$ cat src/rtl/pong_ball_ctrl_if.sv
// Bundle between the pong frame/paddle stages and the ball controller.
// The master drives frame timing, pixel position, paddle and serve; the slave returns ball state.
interface pong_ball_ctrl_if;
    logic        frame_end_i;
    logic [10:0] hcount_i;
    logic [10:0] vcount_i;
    logic [10:0] pad_y_i;
    logic        serve_i;
    logic [10:0] ball_x_o;
    logic [10:0] ball_y_o;
    logic        ball_on_o;
    logic        hit_o;
    logic        miss_o;
    logic        playing_o;

    modport master (
        output frame_end_i, hcount_i, vcount_i, pad_y_i, serve_i,
        input  ball_x_o, ball_y_o, ball_on_o, hit_o, miss_o, playing_o
    );

    modport slave (
        input  frame_end_i, hcount_i, vcount_i, pad_y_i, serve_i,
        output ball_x_o, ball_y_o, ball_on_o, hit_o, miss_o, playing_o
    );
endinterface

$ cat src/rtl/pong_ball_ctrl.sv
// Ball motion and serve/miss sequencing for pong; steps once per frame_end and
// produces a one-cycle-latency ball_on overlay from the running pixel counters.
module pong_ball_ctrl #(
    parameter int HMAX        = 640,
    parameter int VMAX        = 480,
    parameter int BALL_SIZE   = 8,
    parameter int BALL_V      = 2,
    parameter int PAD_X       = 600,
    parameter int PAD_H       = 72,
    parameter int SERVE_DELAY = 60
) (
    input logic             clk,
    input logic             reset,
    pong_ball_ctrl_if.slave bus
);
    typedef enum logic [1:0] {IDLE, PLAY, MISS} state_t;

    localparam int              CW       = (SERVE_DELAY > 1) ? $clog2(SERVE_DELAY) : 1;
    localparam logic [CW-1:0]   CNT_LAST = CW'(SERVE_DELAY - 1);
    localparam logic [10:0]     CENTER_X = 11'((HMAX - BALL_SIZE) / 2);
    localparam logic [10:0]     CENTER_Y = 11'((VMAX - BALL_SIZE) / 2);
    localparam logic [10:0]     STEP     = 11'(BALL_V);
    localparam logic [10:0]     X_PAD    = 11'(PAD_X - BALL_SIZE);
    localparam logic [10:0]     Y_BOTTOM = 11'(VMAX - BALL_SIZE);
    localparam logic [11:0]     SIZE12   = 12'(BALL_SIZE);
    localparam logic [11:0]     STEP12   = 12'(BALL_V);
    localparam logic [11:0]     HMAX12   = 12'(HMAX);
    localparam logic [11:0]     VMAX12   = 12'(VMAX);
    localparam logic [11:0]     PADX12   = 12'(PAD_X);
    localparam logic [11:0]     PADH12   = 12'(PAD_H);

    state_t        state_q, state_d;
    logic [10:0]   x_q, x_d, y_q, y_d;
    logic          dx_right_q, dx_right_d, dy_down_q, dy_down_d;
    logic [CW-1:0] cnt_q, cnt_d;
    logic          hit_q, hit_d, miss_q, miss_d;
    logic          on_q, on_d, playing_q, playing_d;

    logic [11:0] bx, by, pady12, hc12, vc12;
    logic        pad_overlap;

    assign bx          = {1'b0, x_q};
    assign by          = {1'b0, y_q};
    assign pady12      = {1'b0, bus.pad_y_i};
    assign hc12        = {1'b0, bus.hcount_i};
    assign vc12        = {1'b0, bus.vcount_i};
    assign pad_overlap = (by + SIZE12 > pady12) && (by < pady12 + PADH12);

    always_ff @(posedge clk) begin
        if (reset) begin
            state_q    <= IDLE;
            x_q        <= CENTER_X;
            y_q        <= CENTER_Y;
            dx_right_q <= 1'b1;
            dy_down_q  <= 1'b1;
            cnt_q      <= '0;
            hit_q      <= 1'b0;
            miss_q     <= 1'b0;
            on_q       <= 1'b0;
            playing_q  <= 1'b0;
        end else begin
            state_q    <= state_d;
            x_q        <= x_d;
            y_q        <= y_d;
            dx_right_q <= dx_right_d;
            dy_down_q  <= dy_down_d;
            cnt_q      <= cnt_d;
            hit_q      <= hit_d;
            miss_q     <= miss_d;
            on_q       <= on_d;
            playing_q  <= playing_d;
        end
    end

    always_comb begin
        state_d    = state_q;
        x_d        = x_q;
        y_d        = y_q;
        dx_right_d = dx_right_q;
        dy_down_d  = dy_down_q;
        cnt_d      = cnt_q;
        hit_d      = 1'b0;
        miss_d     = 1'b0;

        case (state_q)
            IDLE: begin
                x_d = CENTER_X;
                y_d = CENTER_Y;
                if (bus.serve_i) state_d = PLAY;
            end
            PLAY: begin
                if (bus.frame_end_i) begin
                    if (!dy_down_q && by < STEP12) begin
                        y_d       = '0;
                        dy_down_d = 1'b1;
                    end else if (dy_down_q && (by + SIZE12 + STEP12 > VMAX12)) begin
                        y_d       = Y_BOTTOM;
                        dy_down_d = 1'b0;
                    end else begin
                        y_d = dy_down_q ? y_q + STEP : y_q - STEP;
                    end

                    // The paddle face is checked before the far wall so a ball grazing it bounces.
                    if (!dx_right_q && bx < STEP12) begin
                        x_d        = '0;
                        dx_right_d = 1'b1;
                    end else if (dx_right_q && (bx + SIZE12 + STEP12 > PADX12) &&
                                 (bx + SIZE12 <= PADX12) && pad_overlap) begin
                        x_d        = X_PAD;
                        dx_right_d = 1'b0;
                        hit_d      = 1'b1;
                    end else if (dx_right_q && (bx + SIZE12 + STEP12 > HMAX12)) begin
                        miss_d  = 1'b1;
                        state_d = MISS;
                    end else begin
                        x_d = dx_right_q ? x_q + STEP : x_q - STEP;
                    end
                end
            end
            MISS: begin
                if (bus.frame_end_i) begin
                    if (cnt_q == CNT_LAST) begin
                        state_d    = IDLE;
                        x_d        = CENTER_X;
                        y_d        = CENTER_Y;
                        dx_right_d = 1'b1;
                        dy_down_d  = ~dy_down_q;
                        cnt_d      = '0;
                    end else begin
                        cnt_d = cnt_q + 1'b1;
                    end
                end
            end
            default: state_d = IDLE;
        endcase
    end

    assign on_d      = (hc12 >= bx) && (hc12 < bx + SIZE12) &&
                       (vc12 >= by) && (vc12 < by + SIZE12);
    assign playing_d = (state_d == PLAY);

    assign bus.ball_x_o  = x_q;
    assign bus.ball_y_o  = y_q;
    assign bus.ball_on_o = on_q;
    assign bus.hit_o     = hit_q;
    assign bus.miss_o    = miss_q;
    assign bus.playing_o = playing_q;
endmodule
$ cat src/flat_wrapper.sv
// flat-port wrapper written by rule: the top's interface ports become plain ports
module pong_ball_ctrl_flat 
#(
    parameter int HMAX        = 640,
    parameter int VMAX        = 480,
    parameter int BALL_SIZE   = 8,
    parameter int BALL_V      = 2,
    parameter int PAD_X       = 600,
    parameter int PAD_H       = 72,
    parameter int SERVE_DELAY = 60
)
  (clk, reset, bus_frame_end_i, bus_hcount_i, bus_vcount_i, bus_pad_y_i, bus_serve_i, bus_ball_x_o, bus_ball_y_o, bus_ball_on_o, bus_hit_o, bus_miss_o, bus_playing_o);
  pong_ball_ctrl_if bus_i ();
  input logic clk;
  input logic reset;
  input wire logic [$bits(bus_i.frame_end_i)-1:0] bus_frame_end_i;
  input wire logic [$bits(bus_i.hcount_i)-1:0] bus_hcount_i;
  input wire logic [$bits(bus_i.vcount_i)-1:0] bus_vcount_i;
  input wire logic [$bits(bus_i.pad_y_i)-1:0] bus_pad_y_i;
  input wire logic [$bits(bus_i.serve_i)-1:0] bus_serve_i;
  output wire logic [$bits(bus_i.ball_x_o)-1:0] bus_ball_x_o;
  output wire logic [$bits(bus_i.ball_y_o)-1:0] bus_ball_y_o;
  output wire logic [$bits(bus_i.ball_on_o)-1:0] bus_ball_on_o;
  output wire logic [$bits(bus_i.hit_o)-1:0] bus_hit_o;
  output wire logic [$bits(bus_i.miss_o)-1:0] bus_miss_o;
  output wire logic [$bits(bus_i.playing_o)-1:0] bus_playing_o;
  assign bus_i.frame_end_i = bus_frame_end_i;
  assign bus_i.hcount_i = bus_hcount_i;
  assign bus_i.vcount_i = bus_vcount_i;
  assign bus_i.pad_y_i = bus_pad_y_i;
  assign bus_i.serve_i = bus_serve_i;
  assign bus_ball_x_o = bus_i.ball_x_o;
  assign bus_ball_y_o = bus_i.ball_y_o;
  assign bus_ball_on_o = bus_i.ball_on_o;
  assign bus_hit_o = bus_i.hit_o;
  assign bus_miss_o = bus_i.miss_o;
  assign bus_playing_o = bus_i.playing_o;
  pong_ball_ctrl #(.HMAX(HMAX), .VMAX(VMAX), .BALL_SIZE(BALL_SIZE), .BALL_V(BALL_V), .PAD_X(PAD_X), .PAD_H(PAD_H), .SERVE_DELAY(SERVE_DELAY)) u_core (.clk(clk), .reset(reset), .bus(bus_i));
endmodule
$ cat config.mk
export PLATFORM = sky130hd
export DESIGN_NAME = pong_ball_ctrl_flat
export DESIGN_NICKNAME = d
export VERILOG_FILES = /design/src/rtl/pong_ball_ctrl_if.sv /design/src/rtl/pong_ball_ctrl.sv /design/src/flat_wrapper.sv
export SDC_FILE = /design/constraint.sdc
export NUM_CORES = 1
export LEC_CHECK = 0
export ABC_AREA = 1
export CORE_AREA = 4 4 112 114
export CTS_CLUSTER_DIAMETER = 30
export DETAILED_ROUTE_END_ITERATION = 16
export DIE_AREA = 0 0 116 118
export PLACE_DENSITY_LB_ADDON = 0.05
export SETUP_SLACK_MARGIN = 0.05
export SYNTH_ARGS = -nofsm -noshare
export SYNTH_HDL_FRONTEND = slang
export SYNTH_SLANG_ARGS = --single-unit
$ cat constraint.sdc
create_clock -name clk -period 3 [get_ports clk]
set_clock_uncertainty 0.1 [all_clocks]
set_input_delay 0.3 -clock clk [delete_from_list [all_inputs] [get_ports clk]]
set_output_delay 0.3 -clock clk [all_outputs]
set_load 0.05 [all_outputs]
==> reports/metrics.cfg <==
[setup_path]
critical_path_arrival_ns = 2.80
crit_type = reg2reg
timing.rr.end = u_core.bus.ball_x_o[3]
crit_path_max_fanout = 6
endpoint_kind = flop
reg2reg_slack_ns = 0.25
cp-start-kind = flop
rr_worst_depth = 17
worstReg2RegStart = u_core.bus.ball_y_o[4]
required_ns = 3.06

[detailed_routing]
drc = 0
first_iter_violations = 250
drtAntennaViolNets = 0
routedWlPerCell_microns = 14.38
vias_per_cell = 5.041
vias = 4794
drtPass1Iterations = 5
drt-total-wl_mm = 13.68

[power_and_ir_drop]
p_int_mw = 1.105
switchingPower_uw = 739.0
seq_power_share_pct = 28.3
ir_worst_vdd_mv = 0.2243
power_frac_clock_pct = 29.1
pwr-share-comb_pct = 42.6
power_density_mw_per_mm2 = 312.1
swShare_pct = 40.07
p_leak_nw = 2.893

[synth]
synth_cell_types = 48
synth_async_sr_flop_share_pct = 0
synth_area_sq_mm = 0.004549
synthXorXnorAreaFrac_pct = 6.326
synthMuxAreaShare_pct = 0
synth-edff-count = 0
synthTopCellsByArea = ha_1, nand2_1, dfxtp_1, inv_1, xor2_1
synth_commonest_cells = nand2_1, inv_1, ha_1
synth-compound-area-share_pct = 13.72
synth.most_common_cell = nand2_1
synthSimpleGateAreaFrac_pct = 35.75
synth_top_area_cell = ha_1
synthCells = 703
synth_adder_area_share_pct = 19.80
ys_warn_count = 0
yosys_register_bits = 34
synth_top_family_by_area = simple AND/OR/NAND/NOR gates
synth_area_per_cell_sq_um = 6.471
ys.flop_type = dfxtp_1
seq_area_frac_synth_pct = 14.96
synth_top_area_share_pct = 19.80

[clock_network]
clock-root-buffer = clkbuf_16
max-clock-path-buffers = 2
cts.clk_slew.worst_paths_ns = 0.06
cts_tree = yes
postCtsHoldBufs = 0
clock_sinks = 34
cts_made_buffers = 5
insertion_delay_ns = 0.28
h-tree-depth = 2

[layout]
fillers = 1188
area_growth_pct = 29.90
drive_above_1_share_pct = 15.97
num_antenna_cells = 0
nets = 916
fin_util_pct = 51.75

[global_route]
track_usage_pct = 19.67
antenna_found_initial = 0
grt_max_degree = 19
grt_pass1_wl_mm = 21.91
grt_pass1_vias = 4396
grt-ovfl-total = 0

[sta]
slew_violations = 0
hold_viol_final = 0
finalCritPeriodShare_pct = 91.53
slew_headroom_pct = 63.44
period_needed_ns = 2.746
whs_ns = 0.3641
rsz0062_at_grt = false
worstMarginPinSlew_ns = 0.5477
max_freq_mhz = 364.2
final-setup-viol-count = 0

[die]
coreArea_sq_mm = 0.01142
rows = 39
die_area_sq_mm = 0.01369
die_h_microns = 118
start_util_pct = 39.84
pin_count = 63
die_w_microns = 116

[placement]
gp_congestion = 0.8993
hpwl_mm = 11.30
io_buffers = 58

[hold_path]
worstHoldStart = u_core.cnt_q[2]
whs_endpoint = u_core.cnt_q[2]
hold_depth = 2
hold_path_class = reg2reg

[run_status]
status = completed

[run]
cap_violations = 0

-- area by class of cell --
type,count,area (sq um),share of cell area (%)
clock inverter,1,5.005,0.08469
sequential,34,704.4,11.92
clock buffer,7,142.6,2.414
inverter,87,329.1,5.568
tap,143,178.9,3.028
timing repair buffer,109,979.7,16.58
multi-input combinational,570,3570,60.41
-- cells in the final DEF (no fill, tap or decap), drive strengths merged --
cell           instances
o21ai                 28
a31oi                  3
o22ai                  2
conb                   2
nor3b                  2
nor4                   2
nand3b                 5
nand3                 53
nor3                  19
o31ai                  4
o21a                   2
inv                   85
xnor2                  3
clkbuf                 7
xor2                  29
buf                   51
a211oi                 1
dlymetal6s2s           2
nand2                197
a21oi                 52
clkdlybuf4s50         56
a21o                   1
o211ai                 6
ha                    72
dfxtp                 34
clkinv                 3
o41ai                  1
or2                    2
a21boi                 1
nor2                  70
o21bai                 6
nand4                  7
-- power by group through the flow --
stage	Clock (mW)	Combinational (mW)	Sequential (mW)
after floorplan	0	0.483	0.564
after global placement	0	0.755	0.529
after detailed placement	0	0.766	0.529
after CTS	0.543	0.771	0.520
after global routing	0.560	0.878	0.527
final	0.537	0.785	0.522
-- per-layer routing --
layer / global-route usage (%) / vias to the layer above / part of all wire [%]
met2: 29.24 / 103 / 43
met4: 3.698 / 0 / 0.87
li1: - / 2519 / -
met5: 0 / - / 0
met1: 30.63 / 2161 / 52
met3: 1.748 / 11 / 3.8
-- cell families (layout without fill, tap and decap cells) --
logic type      after synthesis  after routing
simple gates                356            357
buf+inv                     101            204
fa+ha+maj                    72             72
xor+xnor                     32             32
other cells                   1              2
flops                        34             34
compound gates              107            107
-- critical path, cell delays in order, from the launching register on --
cell and delay [ns]:
dfxtp_4 0.37, buf_6 0.13, inv_1 0.08, ha_1 0.36, ha_1 0.30, nand2_1 0.08, nor2_4 0.15, nand3_1 0.09
nand2_1 0.07, nand2_1 0.06, a21oi_2 0.16, nor3_2 0.08, nand2_2 0.14, nand3_4 0.15, nand2_8 0.14, inv_4 0.05
nand2_1 0.06, nand3_1 0.06
-- stage by stage --
step | std cells | TNS [ns] | setup slack, ns | power (mW) | area, sq um
after CTS | 947 | 0 | 0.06271 | 1.834 | 5754
after global placement | 939 | -1.979 | -0.1874 | 1.285 | 5603
final | 951 | 0 | 0.2541 | 1.844 | 5909
after global routing | 951 | 0 | 0.05225 | 1.965 | 5909
after detailed placement | 939 | -3.150 | -0.2625 | 1.296 | 5603
after floorplan | 704 | 0 | 0.07105 | 1.046 | 4582
-- flip-flops by register name (all words and copies together) (netlist names), 2 cells and up --
signal	count
u_core.bus.ball_y_o	10
u_core.state_q	2
u_core.bus.ball_x_o	10
u_core.cnt_q	6
-- repair_timing --
action	4_1_cts	5_1_grt
endpoints found under the setup margin	8	16
gates resized for setup	3	32
buffers inserted	0	3
cloned	0	1
pin swaps	0	14
-- worst max path at each step --
stage | start | end | slack, ns | depth (start not counted)
2_1_floorplan | u_core.bus.ball_y_o[5] | u_core.bus.ball_x_o[6] | 0.07 | 18
3_3_place_gp | bus_pad_y_i[3] | u_core.bus.ball_x_o[9] | -0.19 | 19
3_5_place_dp | bus_pad_y_i[4] | u_core.bus.ball_x_o[3] | -0.26 | 19
4_1_cts | bus_pad_y_i[4] | u_core.bus.playing_o | 0.06 | 19
5_1_grt | u_core.bus.ball_y_o[8] | u_core.bus.ball_x_o[3] | 0.05 | 19
6_report | u_core.bus.ball_y_o[4] | u_core.bus.ball_x_o[3] | 0.25 | 17
Note: power is estimated with default switching activity, not from simulation.
